`config.mk`:
```
export PLATFORM = sky130hd
export DESIGN_NAME = lcd1602_bus_writer
export DESIGN_NICKNAME = d
export VERILOG_FILES = /design/src/rtl/lcd1602_pkg.sv /design/src/rtl/lcd1602_delay_cnt.sv /design/src/rtl/lcd1602_bus_writer.sv
export SDC_FILE = /design/constraint.sdc
export NUM_CORES = 1
export LEC_CHECK = 0
export CELL_PAD_IN_SITES_DETAIL_PLACEMENT = 2
export CELL_PAD_IN_SITES_GLOBAL_PLACEMENT = 2
export CORE_MARGIN = 2
export CORE_UTILIZATION = 35
export CTS_BUF_LIST = sky130_fd_sc_hd__clkbuf_16
export DETAILED_ROUTE_END_ITERATION = 10
export GPL_ROUTABILITY_DRIVEN = 0
export PLACE_DENSITY = 0.78
export SYNTH_ARGS = -nofsm -noshare
export SYNTH_HDL_FRONTEND = slang
export SYNTH_SLANG_ARGS = --single-unit
```
`constraint.sdc`:
```
create_clock -name clk_i -period 5.8 [get_ports clk_i]
set_input_delay 0.87 -clock clk_i [delete_from_list [all_inputs] [get_ports clk_i]]
set_output_delay 0.87 -clock clk_i [all_outputs]
set_load 0.01 [all_outputs]
```
`src/rtl/lcd1602_pkg.sv`:
```
// Shared types and constants for the LCD1602 bus writer: FSM states, wait classes
// and the fixed power-on initialisation ROM.
package lcd1602_pkg;

  typedef enum logic [2:0] {
    StPorWait,
    StInitLoad,
    StSetup,
    StEnHigh,
    StExecWait,
    StIdle
  } state_e;

  typedef enum logic [1:0] {
    W_EXEC,
    W_LONG,
    W_INIT1,
    W_INIT2
  } wait_e;

  typedef struct packed {
    logic       rs;
    logic [7:0] data;
    wait_e      wait_cls;
  } init_entry_t;

  localparam logic [7:0] CLEAR     = 8'h01;
  localparam logic [7:0] HOME      = 8'h02;
  localparam logic [7:0] FUNC_8B2L = 8'h38;
  localparam logic [7:0] DISP_ON   = 8'h0C;
  localparam logic [7:0] ENTRY_INC = 8'h06;

  localparam int unsigned InitLen = 7;

  localparam init_entry_t INIT_ROM [InitLen] = '{
    '{1'b0, FUNC_8B2L, W_INIT1},
    '{1'b0, FUNC_8B2L, W_INIT2},
    '{1'b0, FUNC_8B2L, W_EXEC},
    '{1'b0, FUNC_8B2L, W_EXEC},
    '{1'b0, DISP_ON,   W_EXEC},
    '{1'b0, CLEAR,     W_LONG},
    '{1'b0, ENTRY_INC, W_EXEC}
  };

  // Clear and both home encodings (0x02/0x03) need the long execution time.
  function automatic wait_e host_wait(logic rs, logic [7:0] data);
    return (!rs && (data == CLEAR || data == HOME || data == 8'h03)) ? W_LONG : W_EXEC;
  endfunction

endpackage

```
`src/rtl/lcd1602_delay_cnt.sv`:
```
// Loadable down-counter shared by every timed phase; holds at zero and flags it.
module lcd1602_delay_cnt #(
  parameter int unsigned      Width    = 16,
  parameter logic [Width-1:0] ResetVal = '0
) (
  input  logic             clk_i,
  input  logic             rst_i,
  input  logic             load_i,
  input  logic [Width-1:0] load_val_i,
  output logic             zero_o
);

  logic [Width-1:0] cnt_q, cnt_d;

  always_comb begin
    cnt_d = cnt_q;
    if (load_i) begin
      cnt_d = load_val_i;
    end else if (cnt_q != '0) begin
      cnt_d = cnt_q - Width'(1);
    end
  end

  always_ff @(posedge clk_i) begin
    if (rst_i) begin
      cnt_q <= ResetVal;
    end else begin
      cnt_q <= cnt_d;
    end
  end

  assign zero_o = (cnt_q == '0);

endmodule

```
`src/rtl/lcd1602_bus_writer.sv`:
```
// HD44780 8-bit bus timing engine: power-on wait, fixed init sequence, then one
// timed enable pulse plus execution wait per byte accepted over valid/ready.
module lcd1602_bus_writer
  import lcd1602_pkg::*;
#(
  parameter int unsigned CLK_MHZ = 27,
  parameter int unsigned POR_US  = 40000,
  parameter int unsigned EN_US   = 1,
  parameter int unsigned EXEC_US = 40,
  parameter int unsigned LONG_US = 1640
) (
  input  logic       clk_i,
  input  logic       rst_i,
  input  logic       cmd_valid_i,
  output logic       cmd_ready_o,
  input  logic       cmd_rs_i,
  input  logic [7:0] cmd_data_i,
  output logic       init_done_o,
  output logic       LCD_RW,
  output logic       LCD_EN,
  output logic       LCD_RS,
  output logic [7:0] LCD_DATA
);

  localparam int unsigned PorCyc   = POR_US * CLK_MHZ;
  localparam int unsigned EnCyc    = EN_US * CLK_MHZ;
  localparam int unsigned ExecCyc  = EXEC_US * CLK_MHZ;
  localparam int unsigned LongCyc  = LONG_US * CLK_MHZ;
  localparam int unsigned Init1Cyc = 3 * LongCyc;
  localparam int unsigned Init2Cyc = 3 * ExecCyc;
  localparam int unsigned SetupCyc = 2;
  localparam int unsigned MaxCyc   = (PorCyc > Init1Cyc) ? PorCyc : Init1Cyc;
  localparam int unsigned CntW     = $clog2(MaxCyc + 1);

  // The counter is loaded with N-1 and expires at 0, so each phase is exactly N cycles.
  localparam logic [CntW-1:0] PorLoad   = CntW'(PorCyc - 1);
  localparam logic [CntW-1:0] SetupLoad = CntW'(SetupCyc - 1);
  localparam logic [CntW-1:0] EnLoad    = CntW'(EnCyc - 1);
  localparam logic [CntW-1:0] ExecLoad  = CntW'(ExecCyc - 1);
  localparam logic [CntW-1:0] LongLoad  = CntW'(LongCyc - 1);
  localparam logic [CntW-1:0] Init1Load = CntW'(Init1Cyc - 1);
  localparam logic [CntW-1:0] Init2Load = CntW'(Init2Cyc - 1);
  localparam logic [2:0]      InitLast  = 3'(InitLen - 1);

  state_e     state_q, state_d;
  logic [2:0] idx_q, idx_d;
  wait_e      wait_q, wait_d;
  logic       rs_q, rs_d;
  logic [7:0] data_q, data_d;
  logic       done_q, done_d;
  logic       en_q, ready_q;

  logic            cnt_load;
  logic [CntW-1:0] cnt_val;
  logic [CntW-1:0] wait_load;
  logic            cnt_zero;

  lcd1602_delay_cnt #(
    .Width    (CntW),
    .ResetVal (PorLoad)
  ) u_delay_cnt (
    .clk_i      (clk_i),
    .rst_i      (rst_i),
    .load_i     (cnt_load),
    .load_val_i (cnt_val),
    .zero_o     (cnt_zero)
  );

  always_comb begin
    wait_load = ExecLoad;
    unique case (wait_q)
      W_EXEC:  wait_load = ExecLoad;
      W_LONG:  wait_load = LongLoad;
      W_INIT1: wait_load = Init1Load;
      W_INIT2: wait_load = Init2Load;
      default: wait_load = ExecLoad;
    endcase
  end

  always_comb begin
    state_d  = state_q;
    idx_d    = idx_q;
    wait_d   = wait_q;
    rs_d     = rs_q;
    data_d   = data_q;
    done_d   = done_q;
    cnt_load = 1'b0;
    cnt_val  = '0;
    unique case (state_q)
      StPorWait: begin
        if (cnt_zero) state_d = StInitLoad;
      end
      StInitLoad: begin
        rs_d     = INIT_ROM[idx_q].rs;
        data_d   = INIT_ROM[idx_q].data;
        wait_d   = INIT_ROM[idx_q].wait_cls;
        cnt_load = 1'b1;
        cnt_val  = SetupLoad;
        state_d  = StSetup;
      end
      StIdle: begin
        if (cmd_valid_i) begin
          rs_d     = cmd_rs_i;
          data_d   = cmd_data_i;
          wait_d   = host_wait(cmd_rs_i, cmd_data_i);
          cnt_load = 1'b1;
          cnt_val  = SetupLoad;
          state_d  = StSetup;
        end
      end
      StSetup: begin
        if (cnt_zero) begin
          cnt_load = 1'b1;
          cnt_val  = EnLoad;
          state_d  = StEnHigh;
        end
      end
      StEnHigh: begin
        if (cnt_zero) begin
          cnt_load = 1'b1;
          cnt_val  = wait_load;
          state_d  = StExecWait;
        end
      end
      StExecWait: begin
        if (cnt_zero) begin
          if (done_q || idx_q == InitLast) begin
            done_d  = 1'b1;
            state_d = StIdle;
          end else begin
            idx_d   = idx_q + 3'd1;
            state_d = StInitLoad;
          end
        end
      end
      default: state_d = StPorWait;
    endcase
  end

  // EN and ready are registered from the next state so they line up with it.
  always_ff @(posedge clk_i) begin
    if (rst_i) begin
      state_q <= StPorWait;
      idx_q   <= 3'd0;
      wait_q  <= W_EXEC;
      rs_q    <= 1'b0;
      data_q  <= 8'h00;
      done_q  <= 1'b0;
      en_q    <= 1'b0;
      ready_q <= 1'b0;
    end else begin
      state_q <= state_d;
      idx_q   <= idx_d;
      wait_q  <= wait_d;
      rs_q    <= rs_d;
      data_q  <= data_d;
      done_q  <= done_d;
      en_q    <= (state_d == StEnHigh);
      ready_q <= (state_d == StIdle);
    end
  end

  assign cmd_ready_o = ready_q;
  assign init_done_o = done_q;
  assign LCD_RW      = 1'b0;
  assign LCD_EN      = en_q;
  assign LCD_RS      = rs_q;
  assign LCD_DATA    = data_q;

endmodule
```
Yosys cells after proc, flatten, opt, wreduce, memory -nomap -nowiden
Memories as Yosys holds them, arrays and structs flattened.
Cells that the tools add are included.
{"block": "totals", "register_bits": 41, "ramBits": 0, "inputBits": 12, "word_cells": 71, "output_inout_bits": 13, "latchBits": 0, "rom_bits": 88, "n_memories": 1}
{"memory": "(no name shown)", "depth": 8, "width": 11, "rd": 1, "rd_ports_with_merged_regs": 0, "wr": 0, "line_no": "lcd1602_bus_writer.sv:96", "source": "wait_d = INIT_ROM[idx_q].wait_cls;"}
{"block": "classes", "eq_ne": 15, "n_lt_le_gt_ge": 1, "muxes": 26, "div_mod_pow": 0, "n_bitwise": 2, "addsub": 2, "mul": 0, "n_reduce_logical": 15, "shift": 0}
{"op": "case mux 21 bit (4 select lines)", "count": 2}
{"op": "two-way mux 21 bit", "count": 3}
{"op": "two-way mux 11 bit", "count": 2}
{"op": "logical NOT 21 bit", "count": 1}
{"op": "nonzero test 21 bit", "count": 1}
{"op": "subtractor 21 x 1 -> 21 bit, second input constant", "count": 1}
{"op": "two-way mux 3 bit", "count": 6}
{"op": "case mux 3 bit (6 select lines)", "count": 1}
{"op": "== test 8 x 2 -> 1 bit, second input constant", "count": 2}
{"op": "case mux 8 bit (2 select lines)", "count": 1}
{"op": "== test 3 bit, second input constant", "count": 4}
{"op": "== test 3 x 2 -> 1 bit, second input constant", "count": 3}
{"op": "== test 8 x 1 -> 1 bit, second input constant", "count": 1}
{"op": "two-way mux 8 bit", "count": 1}
{"op": "AND reduction 3 bit", "count": 2}
{"op": "two-way mux 1 bit", "count": 5}
{"op": "two-way mux 5 bit", "count": 1}
{"op": "== test 2 bit, second input constant", "count": 2}
{"op": "greater-or-equal comparator 4 bit, second input constant", "count": 1}
{"op": "NOT 3 -> 4 bit", "count": 1}
{"op": "case mux 2 bit (2 select lines)", "count": 1}
{"op": "nonzero test 2 bit", "count": 2}
{"op": "adder 3 x 1 -> 3 bit, second input constant", "count": 1}
{"op": "== test 3 x 1 -> 1 bit, second input constant", "count": 1}
{"op": "13 further kinds", "count": 15}

Depth between registers and ports, before layout
{"block": "depth", "word_depth": 7, "ltp_mapped": 9, "ltp_nobuf": 7}

Modules after synthesis
A second synthesis with hierarchy kept.
{"block": "unflattened", "cells_unflattened": 296, "area_unflattened_um2": 2377.3}
{"mod": "lcd1602_delay_cnt", "n_inst": 1, "seq_area_each_um2": 420.4, "area_per_inst_um2": 1212.4, "cells_per_inst": 151}
{"mod": "lcd1602_bus_writer", "n_inst": 1, "seq_area_each_um2": 400.4, "area_per_inst_um2": 1164.9, "cells_per_inst": 145}

Worst setup path before layout
OpenSTA, ideal clock, no wires.
{"block": "synth_path", "path_kind": "register to register", "start": "register u_delay_cnt.cnt_q[16]", "end": "register u_delay_cnt.cnt_q[7]", "n_path_buf": 0, "slack_ns": 3.555, "period_less_slack_ns": 2.245, "t_arrival_ns": 2.111, "required_time_ns": 5.666, "setup_time_ns": 0.134, "path_stages_with_launch": 6, "cell_sequence": "dfxtp_1 > or4_4 > or4_4 > nor2_4 > nor4_1 > or4_1"}
{"block": "synth_via", "elab_chain_len": 4, "elab_cells_between_ends": 8, "cone_classes": "mux (5); reduce/logical (3)"}
{"element": "start, declared", "line_no": "lcd1602_delay_cnt.sv:13", "source": "logic [Width-1:0] cnt_q, cnt_d;"}
{"element": "start signal, assigned", "line_no": "lcd1602_delay_cnt.sv:26", "source": "cnt_q <= ResetVal;"}
{"element": "start signal, assigned", "line_no": "lcd1602_delay_cnt.sv:28", "source": "cnt_q <= cnt_d;"}
{"element": "logical NOT 21 bit", "line_no": "lcd1602_delay_cnt.sv:32", "source": "assign zero_o = (cnt_q == '0);"}
{"element": "two-way mux 21 bit / two-way mux 1 bit (equally long branches)", "line_no": "lcd1602_bus_writer.sv:119, lcd1602_bus_writer.sv:112"}
{"element": "case mux 21 bit (4 select lines) / case mux 1 bit (3 select lines) (equally long branches)", "line_no": "lcd1602_bus_writer.sv:89", "source": "unique case (state_q)"}
{"element": "two-way mux 21 bit / nonzero test 2 bit (equally long branches)"}
Parallel ways exist; a longest one is shown, timed or not.
A chain may end at the register's enable or synchronous reset.

Final worst setup path
{"block": "layout_path", "start": "register u_delay_cnt.cnt_q[0]", "end": "register u_delay_cnt.cnt_q[7]"}
{"block": "layout_via", "elab_chain_len": 4, "elab_cells_between_ends": 10, "cone_classes": "add/sub (1); mux (6); reduce/logical (3)"}
{"element": "branches (longest 4 deep; another with subtractor 21 x 1 -> 21 bit)"}
Parallel ways; which one is timed is not known. The select of a mux whose other input is x is not followed.

==> results summary <==
The combinational group share of total power came out at 3.7%. The filler cells instantiated in the layout total 711. The maximum number of pins on one net before global-route repair is 38. The initial detailed-routing violation count is 96. The H-tree level count came out at 2.

The instance count after placement with tap cells included came out at approximately 360. The area growth from synthesis to layout is 18.6%. After synthesis, flip-flops and latches occupy a little over a third of the total area.

In this run the vertical extent of the chip is 85.5 microns. The number of global-route vias before repair is 2,260. By instance count, the leading cell after synthesis is sky130_fd_sc_hd__dfxtp_1. The clock-pin transition on the worst setup and hold timing paths is 60 ps.

The count of warnings emitted by yosys came out at 0. The total power after layout came out at 0.626 mW. For this run, design rule violations remaining after detail routing come to 0. The overall overflow remaining after global route came out at 0.

The site row count is 29. The floorplan die width came out at about 86 microns. The worst hold path terminates at LCD_DATA[3]$_SDFFE_PP0P_. The biggest cell delay along the critical path is 540 ps. In this run, the clock network consumes roughly half of the power. After synthesis, the cell types taking the most area are sky130_fd_sc_hd__dfxtp_1 (35%), sky130_fd_sc_hd__ha_1 (5.9%), sky130_fd_sc_hd__nor2_1 (4.4%).

The maximum clock rate came out at 353 MHz. The initial cell density of the core came out at 36.4%. Setup violations remaining at the end of the flow were counted as 0. Traced cell by cell, the critical path runs through inv_1, ha_1, nor3b_1, nand3_1, nor2_4, nor4_1, or4_1. The total net switching power came out at 0.131 mW. The total global-route track usage is 21.3%. In the synthesized netlist the async set-or-reset flop fraction comes to 0%.

The tree is rooted in a sky130_fd_sc_hd__clkbuf_16. Setup repair after global routing left no endpoint under its margin. The final clock period utilization by the worst path came out at roughly 49%. The static power due to leakage is roughly 0.9 nW. The utilization of the core after routing is 43.2%. sky130_fd_sc_hd__dfxtp_1 takes more of the synthesized area than any other cell.

The flip-flop and latch count after synthesis is 41. The destination of the worst register-to-register timing path is u_delay_cnt.cnt_q[7]$_SDFFE_PP1P_. Each instance of the synthesized netlist takes up on average 8.55 sq um. The type of the setup path with the least slack is register to register.

The post-place instance area came out at 2600 sq um. Headroom to the max-slew limit came out at between 50% and 60%. The detail-routed via count per cell is slightly below 6. The initial antenna violation count came to 0. The max-slew violation count is 0. The die covers 7310 sq um. The data arrival time of the critical path came out at approximately 3000 ps. The total detailed-routing wirelength is 7300 microns. The data required time at the worst endpoint is just under 6000 ps. IR analysis of the VDD net gives a maximum drop of about 0.14 mV. Across the whole layout, storage elements account for approximately 820 sq um.

The number of library cell types mapped by synthesis came out at 58. The final instance area came out at 2760 sq um. The hold-fix buffer count after cts is 0. The worst register-to-register path begins at u_delay_cnt.cnt_q[0]$_SDFFE_PP1P_. In this run the worst hold path is classified as register to register. After synthesis the cells add up to 2320 sq um. The count of nets after finishing came out at 310. STA classifies the critical path endpoint as a register.

Counting every net in the synthesized netlist gives 295. The count of input and output buffers is 23. The TritonCTS sink count came out at 41.

The number of gates resized after cts is 0. The register-to-register path setup slack came out at 2970 ps. The slowest stage of the critical path is the sky130_fd_sc_hd__nand3_1 cell. The commonest cells after synthesis are sky130_fd_sc_hd__dfxtp_1 (41), sky130_fd_sc_hd__nor2_1 (27), sky130_fd_sc_hd__nor3_1 (16). Of all nets on the critical path, the largest fanout is 14. The worst-case reg-to-reg path depth is 7.

On the final layout, the worst clock skew is 7.84 ps. The switching fraction of total power came out at a little over a fifth. The final cell count without fillers is ~360. The count of nets left with antenna violations once routing finished came out at 0. The flip-flop cell with the highest count after synthesis is sky130_fd_sc_hd__dfxtp_1.

During I/O placement, the number of pins put on the boundary was 25. The portion of total power attributed to sequential cells came out at 45.7%. The internal power of the cells is 0.495 mW. The flow ran to the end, and the final reports show no timing, DRC or antenna violations.

Of the post-synthesis cell area, the dominant cell type holds 35.3%. The number of enable-type register cells in the synthesized netlist came out at 0. The max-cap violation count came out at 0. The routed length per placed instance came out at around 20 microns. The total clock buffers created by CTS is 5. The clock insertion delay at the later pin of the skew report is 290 ps. After clock tree synthesis, the setup repair step added 0 buffers. The area of the core came out at around 6400 sq um. The depth of the worst hold-timing path came out at 2. The longest clock path from root to sink contains 2 buffers. The wire length of the first global-routing pass is 12,000 microns.

The count of mapped cells out of synthesis is 272. The transition at the pin with the smallest max-transition slack came out at 646 ps. The least setup slack across all paths after layout is 2970 ps. The fraction of final layout cells with drive strength greater than 1 is 6.97%. The half-perimeter wire length after placement is 5140 microns. The post-placement worst setup slack came out at 2900 ps. The power density normalized to cell area is roughly 230 nW/um^2. The startpoint identified for the worst hold timing path is LCD_DATA[3]$_SDFFE_PP0P_. The worst path in the final design needs a cycle of 2830 ps, including I/O delays and setup. The count of TritonRoute iterations in the first routing pass is 4. The hold slack came out at 461 ps. The multi-input gate area in the final layout came out at 1410 sq um. The CTS tree is built. The repair_antennas step left the layout with diodes totalling 0.

The via total after detailed routing is 2,125. The startpoint kind of the worst setup timing path is a register. The number of hold-slack violations in the final timing report is 0. The sum of negative setup slack came out at 0 ps.
-- layout by cell type (no fill, tap or decap), types with 4 or more instances in the layout --
cell                              count
sky130_fd_sc_hd__inv_1                6
sky130_fd_sc_hd__clkbuf_16            5
sky130_fd_sc_hd__xnor2_1              6
sky130_fd_sc_hd__a21oi_1             14
sky130_fd_sc_hd__nor3_1              16
sky130_fd_sc_hd__a32oi_1              4
sky130_fd_sc_hd__o21ai_0              6
sky130_fd_sc_hd__dfxtp_1             41
sky130_fd_sc_hd__xor2_1               6
sky130_fd_sc_hd__nor4_1               4
sky130_fd_sc_hd__ha_1                11
sky130_fd_sc_hd__nand2b_1             5
sky130_fd_sc_hd__nor2_1              27
sky130_fd_sc_hd__nor2b_1              6
sky130_fd_sc_hd__nor3b_1              4
sky130_fd_sc_hd__clkdlybuf4s50_1     23
sky130_fd_sc_hd__or3_1                4
sky130_fd_sc_hd__or4_1                6
sky130_fd_sc_hd__nand2_1             15
sky130_fd_sc_hd__and2_1               5
sky130_fd_sc_hd__a31oi_1              5
sky130_fd_sc_hd__nand3_1              8
-- cell families (layout without fill, tap and decap cells) --
group / Yosys count / count (layout) / synth area share [%]
flip-flops: 41 / 41 / 35.3
buffers and inverters: 23 / 38 / 3.93
adder cells (fa/ha/maj): 11 / 11 / 5.92
multiplexers: 3 / 3 / 1.40
XOR/XNOR: 12 / 12 / 4.52
AND/OR/NAND/NOR: 121 / 121 / 30.4
AO/OA/AOI/OAI: 60 / 60 / 18.4
other: 1 / 1 / 0.161
-- registers in the layout, summed over array words and instances, names as in the netlist --
register	count
LCD_EN	1
state_q	3
LCD_RS	1
cmd_ready_o	1
idx_q	3
wait_q	2
init_done_o	1
LCD_DATA	8
u_delay_cnt.cnt_q	21
-- worst max path at each step --
stage,slack (ps),endpoint,from,cells after the start
6_report,2970,u_delay_cnt.cnt_q[7]$_SDFFE_PP1P_,u_delay_cnt.cnt_q[0]$_SDFFE_PP1P_,7
5_1_grt,2780,u_delay_cnt.cnt_q[7]$_SDFFE_PP1P_,u_delay_cnt.cnt_q[0]$_SDFFE_PP1P_,7
4_1_cts,3020,u_delay_cnt.cnt_q[7]$_SDFFE_PP1P_,u_delay_cnt.cnt_q[0]$_SDFFE_PP1P_,7
3_5_place_dp,2900,u_delay_cnt.cnt_q[3]$_SDFFE_PP1P_,cmd_valid_i,6
3_3_place_gp,2960,u_delay_cnt.cnt_q[3]$_SDFFE_PP1P_,cmd_valid_i,6
2_1_floorplan,3550,u_delay_cnt.cnt_q[7]$_SDFFE_PP1P_,u_delay_cnt.cnt_q[16]$_SDFFE_PP0P_,5
-- worst max-delay path: cells and delay by family, from the launching register on --
family / cells / cell delay, ps
buf+inv: 1 / 120
flops: 1 / 330
fa+ha+maj: 1 / 210
simple gates: 5 / 2040
-- power groups by stage --
stage          Combinational, mW  Sequential (mW)  Clock, mW
6_report                  0.0235            0.286      0.317
5_1_grt                   0.0254            0.286      0.337
4_1_cts                   0.0235            0.286      0.326
3_5_place_dp              0.0229            0.292          0
3_3_place_gp              0.0224            0.292          0
2_1_floorplan             0.0108            0.291          0
-- metal layers --
metal	GRT usage, %	part of all wire (%)
met2	37.8	52
met5	0	0
met3	3.95	2.5
met1	25.3	44
met4	8.37	1.9
-- area by class of cell --
| type | instances | area share (%) |
|---|---|---|
| multi-input combinational | 208 | 51.2 |
| sequential | 41 | 29.8 |
| timing repair buffer | 25 | 8.89 |
| clock buffer | 5 | 4.54 |
| tap | 77 | 3.49 |
| clock inverter | 2 | 1.27 |
| inverter | 6 | 0.817 |
(Power assumes the default switching activity.)
